[config.mk]
export PLATFORM = sky130hd
export DESIGN_NAME = fifo_ctrl
export DESIGN_NICKNAME = d
export VERILOG_FILES = /design/src/rtl/fifo_ctrl.sv
export SDC_FILE = /design/constraint.sdc
export NUM_CORES = 1
export LEC_CHECK = 0
export BUFFER_PORTS_ARGS = -buffer_cell sky130_fd_sc_hd__buf_2
export CORE_UTILIZATION = 47
export CTS_CLUSTER_DIAMETER = 80
export DETAILED_ROUTE_END_ITERATION = 12
export PLACE_DENSITY = 0.73
export SYNTH_ARGS = -nofsm -noshare
export SYNTH_HDL_FRONTEND = slang
export SYNTH_SLANG_ARGS = --single-unit
export TNS_END_PERCENT = 30
[constraint.sdc]
create_clock -name clk -period 2.31 [get_ports clk]
set_input_delay 0.5775 -clock clk [delete_from_list [all_inputs] [get_ports clk]]
set_output_delay 0.5775 -clock clk [all_outputs]
set_load 0.05 [all_outputs]
[src/rtl/fifo_ctrl.sv]
// Pointer, occupancy and status controller for a register-file FIFO.
// Drives write enable and read/write addresses; keeps flags and sticky errors.
module fifo_ctrl #(
    parameter int ADD_WIDTH = 3,
    parameter int AF_THRESH = 6,
    parameter int AE_THRESH = 1
) (
    input  logic                 clk,
    input  logic                 reset,
    input  logic                 wr,
    input  logic                 rd,
    input  logic                 flush,
    input  logic                 err_clr,
    output logic                 w_en,
    output logic [ADD_WIDTH-1:0] w_add,
    output logic [ADD_WIDTH-1:0] r_add,
    output logic [ADD_WIDTH:0]   count,
    output logic                 full,
    output logic                 empty,
    output logic                 almost_full,
    output logic                 almost_empty,
    output logic                 overflow,
    output logic                 underflow
);

    localparam logic [ADD_WIDTH:0] FULL_CNT = {1'b1, {ADD_WIDTH{1'b0}}};
    localparam logic [ADD_WIDTH:0] AF_CNT   = (ADD_WIDTH+1)'(AF_THRESH);
    localparam logic [ADD_WIDTH:0] AE_CNT   = (ADD_WIDTH+1)'(AE_THRESH);
    localparam logic [ADD_WIDTH:0] ONE      = (ADD_WIDTH+1)'(1);

    logic [ADD_WIDTH:0] wptr_q, wptr_d;
    logic [ADD_WIDTH:0] rptr_q, rptr_d;
    logic [ADD_WIDTH:0] count_q, count_d;
    logic               full_q, full_d;
    logic               empty_q, empty_d;
    logic               af_q, af_d;
    logic               ae_q, ae_d;
    logic               ovf_q, ovf_d;
    logic               udf_q, udf_d;
    logic               push_ok;
    logic               pop_ok;

    always_comb begin
        push_ok = wr & ~flush & (~full_q | rd);
        pop_ok  = rd & ~flush & ~empty_q;
        wptr_d  = push_ok ? wptr_q + ONE : wptr_q;
        rptr_d  = pop_ok ? rptr_q + ONE : rptr_q;
        count_d = count_q;
        if (push_ok && !pop_ok) begin
            count_d = count_q + ONE;
        end else if (pop_ok && !push_ok) begin
            count_d = count_q - ONE;
        end
        if (flush) begin
            wptr_d  = '0;
            rptr_d  = '0;
            count_d = '0;
        end
        full_d  = (count_d == FULL_CNT);
        empty_d = (count_d == '0);
        af_d    = (count_d >= AF_CNT);
        ae_d    = (count_d <= AE_CNT);
        // a new error in the same cycle as err_clr stays set
        ovf_d = (wr & full_q & ~rd & ~flush) | (ovf_q & ~err_clr);
        udf_d = (rd & empty_q & ~flush) | (udf_q & ~err_clr);
    end

    always_ff @(posedge clk or posedge reset) begin
        if (reset) begin
            wptr_q  <= '0;
            rptr_q  <= '0;
            count_q <= '0;
            full_q  <= 1'b0;
            empty_q <= 1'b1;
            af_q    <= 1'b0;
            ae_q    <= 1'b1;
            ovf_q   <= 1'b0;
            udf_q   <= 1'b0;
        end else begin
            wptr_q  <= wptr_d;
            rptr_q  <= rptr_d;
            count_q <= count_d;
            full_q  <= full_d;
            empty_q <= empty_d;
            af_q    <= af_d;
            ae_q    <= ae_d;
            ovf_q   <= ovf_d;
            udf_q   <= udf_d;
        end
    end

    assign w_en         = push_ok;
    assign w_add        = wptr_q[ADD_WIDTH-1:0];
    assign r_add        = rptr_q[ADD_WIDTH-1:0];
    assign count        = count_q;
    assign full         = full_q;
    assign empty        = empty_q;
    assign almost_full  = af_q;
    assign almost_empty = ae_q;
    assign overflow     = ovf_q;
    assign underflow    = udf_q;

endmodule

==> results of run 1 <==
==> worst reg2reg max path, cell delays in order (launching register included) <==
cell     delay, ns
dfstp_2       0.58
nor3b_4       0.08
or4_4         0.55
a21o_1        0.20
a21oi_4       0.20
nor3b_2       0.18
==> cell type report <==
| class | count | area [µm²] |
|---|---|---|
| multi-input combinational | 54 | 409 |
| sequential | 16 | 403 |
| clock buffer | 4 | 36.3 |
| fill | 154 | 579 |
| timing repair buffer | 22 | 110 |
| inverter | 7 | 26.3 |
| tap | 24 | 30.0 |
==> power groups by stage <==
stage | Sequential, mW | Combinational [mW] | Clock [mW]
floorplan | 0.581 | 0.160 | 0
global placement | 0.395 | 0.434 | 0
detailed placement | 0.399 | 0.438 | 0
CTS | 0.393 | 0.440 | 0.191
global route | 0.401 | 0.465 | 0.207
finish | 0.391 | 0.435 | 0.182
==> cell usage in the layout, fill, tap and decap left out, drive strengths merged, types with 2 or more instances in the layout <==
cell type  count
xnor2          2
dfstp          2
nand2          5
o21ai          3
nor2b          2
a21oi          2
xor2           3
nor3b          2
clkbuf         4
nor2           6
a21o           4
nand3          2
dfrtp         14
ha             4
nand2b         5
nor3           2
mux2i          2
inv            7
buf           22
==> per-stage QoR <==
step                utilization (%)  total power, mW  cells
CTS                            63.7             1.02    127
detailed placement             61.4            0.837    123
global route                   63.7             1.07    127
finish                         63.7             1.01    127
global placement               61.4            0.829    123
floorplan                         -            0.741     78
==> path summary, 6_finish.rpt <==
check / from / to / slack [ns] / cells past startpoint
setup reg to reg: empty$_DFF_PP1_ / full$_DFF_PP0_ / 0.44 / 5
hold / removal: reset / rptr_q[1]$_DFFE_PP0P_ / 0.34 / 2
setup / recovery: flush / w_en / 0.17 / 5
hold reg to reg: wptr_q[2]$_DFFE_PP0P_ / wptr_q[2]$_DFFE_PP0P_ / 0.54 / 2
max in group asynchronous: reset / count[0]$_DFF_PP0_ / 1.60 / 2
min in group clk: err_clr / overflow$_DFF_PP0_ / 0.49 / 2
==> layer usage <==
layer / track usage [%] / vias up / share of wire, %
met4: 7.27 / 0 / 1.3
met5: 0 / - / 0
met3: 6.94 / 2 / 4.9
li1: - / 321 / -
met1: 20.4 / 286 / 45
met2: 29.1 / 17 / 49
==> sequential cells by signal, indices dropped and copies added, names as in the netlist <==
name and cells:
underflow 1, rptr_q 3, almost_empty 1, count 4, full 1, overflow 1, wptr_q 3, empty 1
almost_full 1
==> cells by family (layout without fill, tap and decap cells) <==
logic type / count (synthesis) / in the layout / synth area share [%]
buffers and inverters: 8 / 33 / 3.71
AND/OR/NAND/NOR: 28 / 28 / 21.1
multiplexers: 3 / 3 / 3.71
adder cells (fa/ha/maj): 4 / 4 / 5.93
flip-flops: 16 / 16 / 47.8
AO/OA/AOI/OAI: 14 / 14 / 12.6
XOR/XNOR: 5 / 5 / 5.19
==> impl_results.md, run 1 <==
- Worst Max-Slew Pin Slew: approximately 0.56 ns
- Crit-path leading delay family: buffers and inverters
- Pwr Density: about 990 nW/µm²
- Top cells by count, synth: dfrtp_1 (14), inv_1 (6), nor2_1 (6)
- Switching fraction of total power: about 44%
- Net Sw Power: 0.448 mW
- Syn Area/Cell: ~11 µm²
- Final ANT Viol Nets: 0
- Flop pwr share: 38.8%
- Type of the worst min-delay path: in -> async
- Synth-to-Final Area Change: 20.3%
- Critical path fanouts, max: 13
- Final Setup Violations: 0
- Starting DRT DRC Count: 12
- Status: completed
- CTS tree: built
- Worst Skew: between 0.0005 and 0.0006 ns
- Core ar.: ~1600 µm²
- N_diodes: 0
- Worst path most repeated cell: buf_2
- Max incr delay on CP: roughly 0.27 ns
- Routed length per instance: between 10 and 15 µm
- Critical path capture point type: output pin
- Die H: between 40 and 50 µm
- Fmax: about 0.47 GHz
- Clk_lat worst skew: approximately 0.28 ns
- Number of enable flip-flop cells after synthesis: 0
- Routability cong.: ~0.87
- Synth top area cells: dfrtp_1 (42%), dfstp_2 (6.2%), ha_1 (5.9%)
- Die area: 1970 µm²
- Post-CTS Setup Inserts: 0
- Final hold vios: 0
- Yosys reg bits: 16
- VDD IR max: approximately 0.00073 V
- Combinational share of power: 43.2%
- Top-count cell post-synth: dfrtp_1
- Ys Warns: 0
- Initial Util: 52.9%
- Asr flop ratio synth: 100%
- Layout cells sized above 1: 34.0%
- Initial antenna violation count: 0
- Pins over their slew limit: 0
- IO buf count: 22
- Synth top area share: between 40% and 50%
- Synthesized instance count: between 70 and 80
- Vias in the first global route: approximately 570
- Final setup margin: between 0.15 and 0.2 ns
- Post-DP HPWL: roughly 1.2 mm
- Dpl cell area: 978 µm²
- Most common flop cell mapped by yosys: dfrtp_1
- TritonRoute pass-1 iters: 4
- Reg clk slew, reported paths: about 0.090 ns
- Hold Buf Count CTS: 0
- Clock Tree Buf Depth: 2
- Net Count, Synth: between 80 and 90
- Hold_ws: about 0.34 ns
- RSZ-0062 raised after global routing: false
- Fin nets: approximately 110
- Clock sinks: 16
- First-pass GRT wire length: around 2.4 mm
- Pre-CTS setup slack: 0.129 ns
- Period utilisation layout: between 90 and 100%
- Overflow after GRT: 0
- WS Path Type: in -> out
- CTS buffer count: 3
- Die X: 44.4 µm
- CTS root buf: clkbuf_4
- Bufs and invs on worst path: 3
- Slowest CP cell: buf_2
- DRT Wirelength: between 1 and 1.5 mm
- Drc violations: 0
- IO Pins: 23
- Max cap viols: 0
- Critical path startpoint category: input pin
- Finished Cell Area: 1010 µm²
- Worst slew margin relative to its limit: approximately 61%
- Worst path cell trace: buf_2 > nand2b_1 > nand2b_4 > inv_2 > buf_2
- Synth Cell Area: 843 µm²
- Setup_tns: 0 ns
- All-Layer GR Usage: 17.6%
- H-tree Lvls: 1
- Clock power frac: a little under a fifth
- P_leak: between 0.5 and 0.6 nW
- Routed vias/inst: 4.93
- Internal power: around 0.56 mW
- Critical Path RT: 1.73 ns
- Final Critical Period: ~2.1 ns
- Seq/Total Area, Yosys: 47.8%
- CTS resizes: 0
- # rows: 14
- Cell accounting for the most synthesized area: dfrtp_1
- Largest net degree at the start of global routing: 17
- Critical Path AT: 1.56 ns
- Synth cell types: 33
- DR vias: 626
Power figures use the tool's default switching activity.
==> inputs of run 2 (changes only) <==
GPL_TIMING_DRIVEN = 0   (was default)
==> run 2 against run 1 <==
Largest power group unchanged. Critical path depth stayed put. Setup slack better by 0.10 ns. Maximum frequency increased by 5.0%. Clock-buffer cell count stayed put.
==> impl_results.md, run 2 (same netlist as run 1, synthesis figures left out) <==
- Status: completed
- Pwr Density: 970 nW/µm² (-2.4%)
- Vias in the first global route: 621 (+8.8%)
- Post-CTS Setup Inserts: 0 (unchanged)
- CTS buffer count: 3 (unchanged)
- DRT Wirelength: 1.47 mm (+3.1%)
- Layout cells sized above 1: 33.7% (-0.33 points)
- FF-to-FF End: full$_DFF_PP0_
- Worst Max-Slew Pin Slew: 0.557 ns (-0.00633 ns)
- Die H: 44.4 µm (unchanged)
- Final core utilization: 63.3% (-0.31 points)
- Worst path cell trace: buf_2 > nand2b_1 > nand2b_4 > inv_2 > buf_2
- Dpl cell area: 983 µm² (+0.51%)
- Critical path fanouts, max: 5 (-8)
- Initial Util: 52.9% (unchanged)
- Critical Path RT: 1.73 ns (about the same)
- Final ANT Viol Nets: 0 (unchanged)
- Initial antenna violation count: 0 (unchanged)
- Critical path startpoint category: input pin
- VDD IR max: 0.000605 V (-17%)
- Clock Tree Buf Depth: 2 (unchanged)
- DR vias: 635 (+1.4%)
- Final Setup Violations: 0 (unchanged)
- Reg clk slew, reported paths: 0.09 ns (about the same)
- Worst Skew: 0.00929 ns (+0.00877 ns)
- Routed length per instance: 11.5 µm (+2.3%)
- Clock sinks: 16 (unchanged)
- Critical Path AT: 1.46 ns (-0.10 ns)
- Routed vias/inst: 4.96 (+0.65%)
- Hold Buf Count CTS: 0 (unchanged)
- CP endpoint: w_en
- Max incr delay on CP: 0.26 ns (about the same)
- Pins over their slew limit: 0 (unchanged)
- Crit path from: flush
- Final hold vios: 0 (unchanged)
- H-tree Lvls: 1 (unchanged)
- All-Layer GR Usage: 18.7% (+1.0 points)
- CTS resizes: 0 (unchanged)
- Drc violations: 0 (unchanged)
- Overflow after GRT: 0 (unchanged)
- RSZ-0062 raised after global routing: false
- Die X: 44.4 µm (unchanged)
- Fin nets: 115 (+0.88%)
- Highest-count cells in the layout ignoring fill and taps: buf_2 (23), dfrtp_1 (14), nor2_1 (6), inv_1 (6), nand2_1 (5)
- Most common cell after layout, fill and taps aside: buf_2
- Max reg flops: 4 (unchanged)
- Post-DP HPWL: 1.15 mm (-1.4%)
- Worst reg2reg path depth: 5 (unchanged)
- CTS root buf: clkbuf_4
- Launch point of the worst reg-to-reg path: empty$_DFF_PP1_
- Routability cong.: 0.805 (-7.8%)
- Worst path most repeated cell: buf_2
- Fmax: 0.491 GHz (+5.0%)
- IO Pins: 23 (unchanged)
- First-pass GRT wire length: 2.60 mm (+8.3%)
- Reg-to-reg setup timing slack: 0.44 ns (about the same)
- Synth-to-Final Area Change: 19.7%
- Finished Cell Area: 1010 µm² (-0.49%)
- Worst slew margin relative to its limit: 61.9% (+0.43 points)
- # rows: 14 (unchanged)
- Critical path capture point type: output pin
- Period utilisation layout: 88.1% (-4.4 points)
- Clk_lat worst skew: 0.29 ns (about the same)
- Setup_tns: 0 ns (unchanged)
- Max cap viols: 0 (unchanged)
- IO buf count: 22 (unchanged)
- Largest net degree at the start of global routing: 17 (unchanged)
- P_leak: 0.534 nW (-0.39%)
- Final Critical Period: 2.04 ns (-0.102 ns)
- Core ar.: 1590 µm² (unchanged)
- N_diodes: 0 (unchanged)
- Slowest CP cell: buf_2
- WS Path Type: in -> out
- Die area: 1970 µm² (unchanged)
- Type of the worst min-delay path: in -> async
- TritonRoute pass-1 iters: 4 (unchanged)
- Starting DRT DRC Count: 5 (-7)
- CTS tree: built
==> run 2: changes by cell type in the layout (fill, tap and decap cells not counted) <==
cell / delta
buf_2: +1
clkbuf_1: +1
clkbuf_8: -1
==> run 2: worst min path at each step <==
stage,startpoint,endpoint,cells past startpoint
finish,reset,rptr_q[1]$_DFFE_PP0P_,2
global route,reset,rptr_q[0]$_DFFE_PP0P_,2
CTS,reset,rptr_q[2]$_DFFE_PP0P_,2
detailed placement,rptr_q[2]$_DFFE_PP0P_,rptr_q[2]$_DFFE_PP0P_,2
global placement,underflow$_DFF_PP0_,underflow$_DFF_PP0_,2
floorplan,reset,almost_full$_DFF_PP0_,1
==> run 2: layout make-up <==
class	count	area (µm²)
Multi-Input combinational cell	54	409
Clock buffer	4	26.3
Inverter	7	26.3
Sequential cell	16	403
Tap cell	24	30.0
Fill cell	144	584
Buffer	1	5.00
Timing Repair Buffer	22	110
==> run 2: power by group <==
part	switching [mW]	total [mW]	internal, mW
combinational	0.314	0.437	0.123
sequential	0.0495	0.393	0.343
clock	0.0831	0.150	0.0672
total	0.447	0.980	0.533
==> run 2: through the flow <==
stage               instances  hold WS (ns)  total power [mW]  setup slack, ns
floorplan                  78         0.490             0.741            0.317
global placement          124         0.511             0.826            0.229
detailed placement        124         0.518             0.837            0.205
CTS                       128         0.360             0.990            0.269
global route              128         0.391              1.04            0.199
finish                    128         0.335             0.980            0.274
==> run 2: per-layer routing <==
layer	track usage, %	share of wire (%)	wire length [µm]	vias up
met5	0	0	0	-
met4	9.09	1.9	28	0
met3	3.67	2.5	36	4
met2	32.4	49	713	14
met1	22.0	47	691	297
li1	-	-	-	320
==> run 2: critical path, delay by kind of cell <==
kind,cells,cell delay (ns)
buffers and inverters,3,0.48
and+or+nand+nor,2,0.40
==> inputs of run 3 (changes only) <==
PLACE_DENSITY = default   (was 0.73)
PLACE_DENSITY_LB_ADDON = 0.1   (was default)
==> run 3 against run 2 <==
Hold slack better by 0.00062 ns. Setup slack got worse by 0.015 ns. Final cell count unchanged. Combinational power is essentially flat. Sequential cell count is the same. Via count grew 0.79%. Clock skew is 0.0042 ns lower. Highest routed layer unchanged.
==> impl_results.md, run 3 (same netlist as run 1, synthesis figures left out) <==
- DRT Wirelength: 1.51 mm (+2.6%)
- Synth-to-Final Area Change: 19.7% (unchanged)
- Finished Cell Area: 1010 µm² (unchanged)
- Worst Skew: 0.00511 ns (-0.00418 ns)
- Die X: 44.4 µm (unchanged)
- Placed insts: 124 (unchanged)
- Die H: 44.4 µm (unchanged)
- Total power: 0.982 mW (+0.21%)
- Critical Path RT: 1.73 ns (about the same)
- All-Layer GR Usage: 19.2% (+0.58 points)
- Drc violations: 0 (unchanged)
- Max reg flops: 4 (unchanged)
- Routed length per instance: 11.8 µm (+2.6%)
- CTS tree: built
- IO Pins: 23 (unchanged)
- Critical path capture point type: output pin
- Period utilisation layout: 88.8% (+0.64 points)
- Largest net degree at the start of global routing: 17 (unchanged)
- Final hold vios: 0 (unchanged)
- CTS buffer count: 3 (unchanged)
- P_leak: 0.534 nW (unchanged)
- FF-to-FF End: full$_DFF_PP0_
- Worst slew margin relative to its limit: 60.2% (-1.7 points)
- Layout cells sized above 1: 33.7% (unchanged)
- WS Path Type: in -> out
- Clk_lat worst skew: 0.29 ns (about the same)
- IO buf count: 22 (unchanged)
- Die area: 1970 µm² (unchanged)
- Status: completed
- Routability cong.: 0.801 (-0.46%)
- Launch point of the worst reg-to-reg path: empty$_DFF_PP1_
- Initial antenna violation count: 0 (unchanged)
- Final Non-Filler Cells: 128 (unchanged)
- Core ar.: 1590 µm² (unchanged)
- Critical Path AT: 1.47 ns (about the same)
- Post-CTS Setup Inserts: 0 (unchanged)
- Post-DP HPWL: 1.16 mm (+0.87%)
- Fin nets: 115 (unchanged)
- N_diodes: 0 (unchanged)
- Worst reg2reg path depth: 5 (unchanged)
- Most common cell after layout, fill and taps aside: buf_2
- Type of the worst min-delay path: in -> async
- VDD IR max: 0.000714 V (+18%)
- Initial Util: 52.9% (unchanged)
- Fmax: 0.488 GHz (-0.72%)
- Worst Max-Slew Pin Slew: 0.597 ns (+0.0397 ns)
- H-tree Lvls: 1 (unchanged)
- Setup_tns: 0 ns (unchanged)
- Reg clk slew, reported paths: 0.09 ns (about the same)
- Max cap viols: 0 (unchanged)
- CTS root buf: clkbuf_4
- Highest-count cells in the layout ignoring fill and taps: buf_2 (23), dfrtp_1 (14), nor2_1 (6), inv_1 (6), nand2_1 (5)
- TritonRoute pass-1 iters: 3 (-1)
- Hold Buf Count CTS: 0 (unchanged)
- Overflow after GRT: 0 (unchanged)
- Starting DRT DRC Count: 9 (+4)
- Final Critical Period: 2.05 ns (+0.0147 ns)
- Reg-to-reg setup timing slack: 0.46 ns (+0.02 ns)
- CTS resizes: 0 (unchanged)
- Fill count: 134 (-6.9%)
- RSZ-0062 raised after global routing: false
- Clock sinks: 16 (unchanged)
- Critical path fanouts, max: 5 (unchanged)
- Pwr Density: 972 nW/µm² (+0.21%)
- # rows: 14 (unchanged)
- Pins over their slew limit: 0 (unchanged)
- DR vias: 640 (+0.79%)
- First-pass GRT wire length: 2.66 mm (+2.1%)
- Critical path startpoint category: input pin
- Final ANT Viol Nets: 0 (unchanged)
- Vias in the first global route: 621 (unchanged)
- Final Setup Violations: 0 (unchanged)
- Clock Tree Buf Depth: 2 (unchanged)
- Dpl cell area: 983 µm² (unchanged)
- Routed vias/inst: 5.00 (+0.79%)
run 3: cell counts in the layout (fill, tap and decap cells not counted):
No cell type changed its count.
run 3: worst max path at each step:
stage                        from             end  cells past startpoint
2_1_floorplan  count[0]$_DFF_PP0_  full$_DFF_PP0_                      6
3_3_place_gp                flush  full$_DFF_PP0_                      6
3_5_place_dp                flush  full$_DFF_PP0_                      6
4_1_cts                     flush            w_en                      5
5_1_grt                     flush            w_en                      5
6_report                    flush            w_en                      5
run 3: cell type report:
cell class / count / area, µm² / share of cell area, %
timing repair buffer: 22 / 110 / 10.9
inverter: 7 / 26.3 / 2.60
tap: 24 / 30.0 / 2.97
buffer: 1 / 5.00 / 0.496
multi-input combinational: 54 / 409 / 40.5
clock buffer: 4 / 26.3 / 2.60
sequential: 16 / 403 / 39.9
run 3: worst max-delay path, cell delays in order:
cell      delay (ns)
buf_2           0.13
nand2b_1        0.22
nand2b_4        0.19
inv_2           0.09
buf_2           0.26
run 3: per-stage QoR:
stage	hold WS (ns)	setup slack, ns	utilization, %
2_1_floorplan	0.490	0.317	-
3_3_place_gp	0.515	0.219	61.7
3_5_place_dp	0.525	0.197	61.7
4_1_cts	0.359	0.255	63.3
5_1_grt	0.406	0.165	63.3
6_report	0.336	0.260	63.3
run 3: layer usage:
layer / vias up / global-route usage (%) / share of wire (%) / wire (µm)
met5: - / 0 / 0 / 0
met4: 0 / 9.09 / 1.7 / 25
met3: 3 / 3.67 / 3.6 / 54
met2: 12 / 32.6 / 47 / 713
met1: 300 / 23.5 / 47 / 714
li1: 325 / - / - / -
run 3: report_power, final:
part / internal [mW] / leakage (nW) / switching, mW
Clock: 0.0672 / 0.0150 / 0.0861
Combinational: 0.123 / 0.308 / 0.315
Sequential: 0.343 / 0.211 / 0.0475
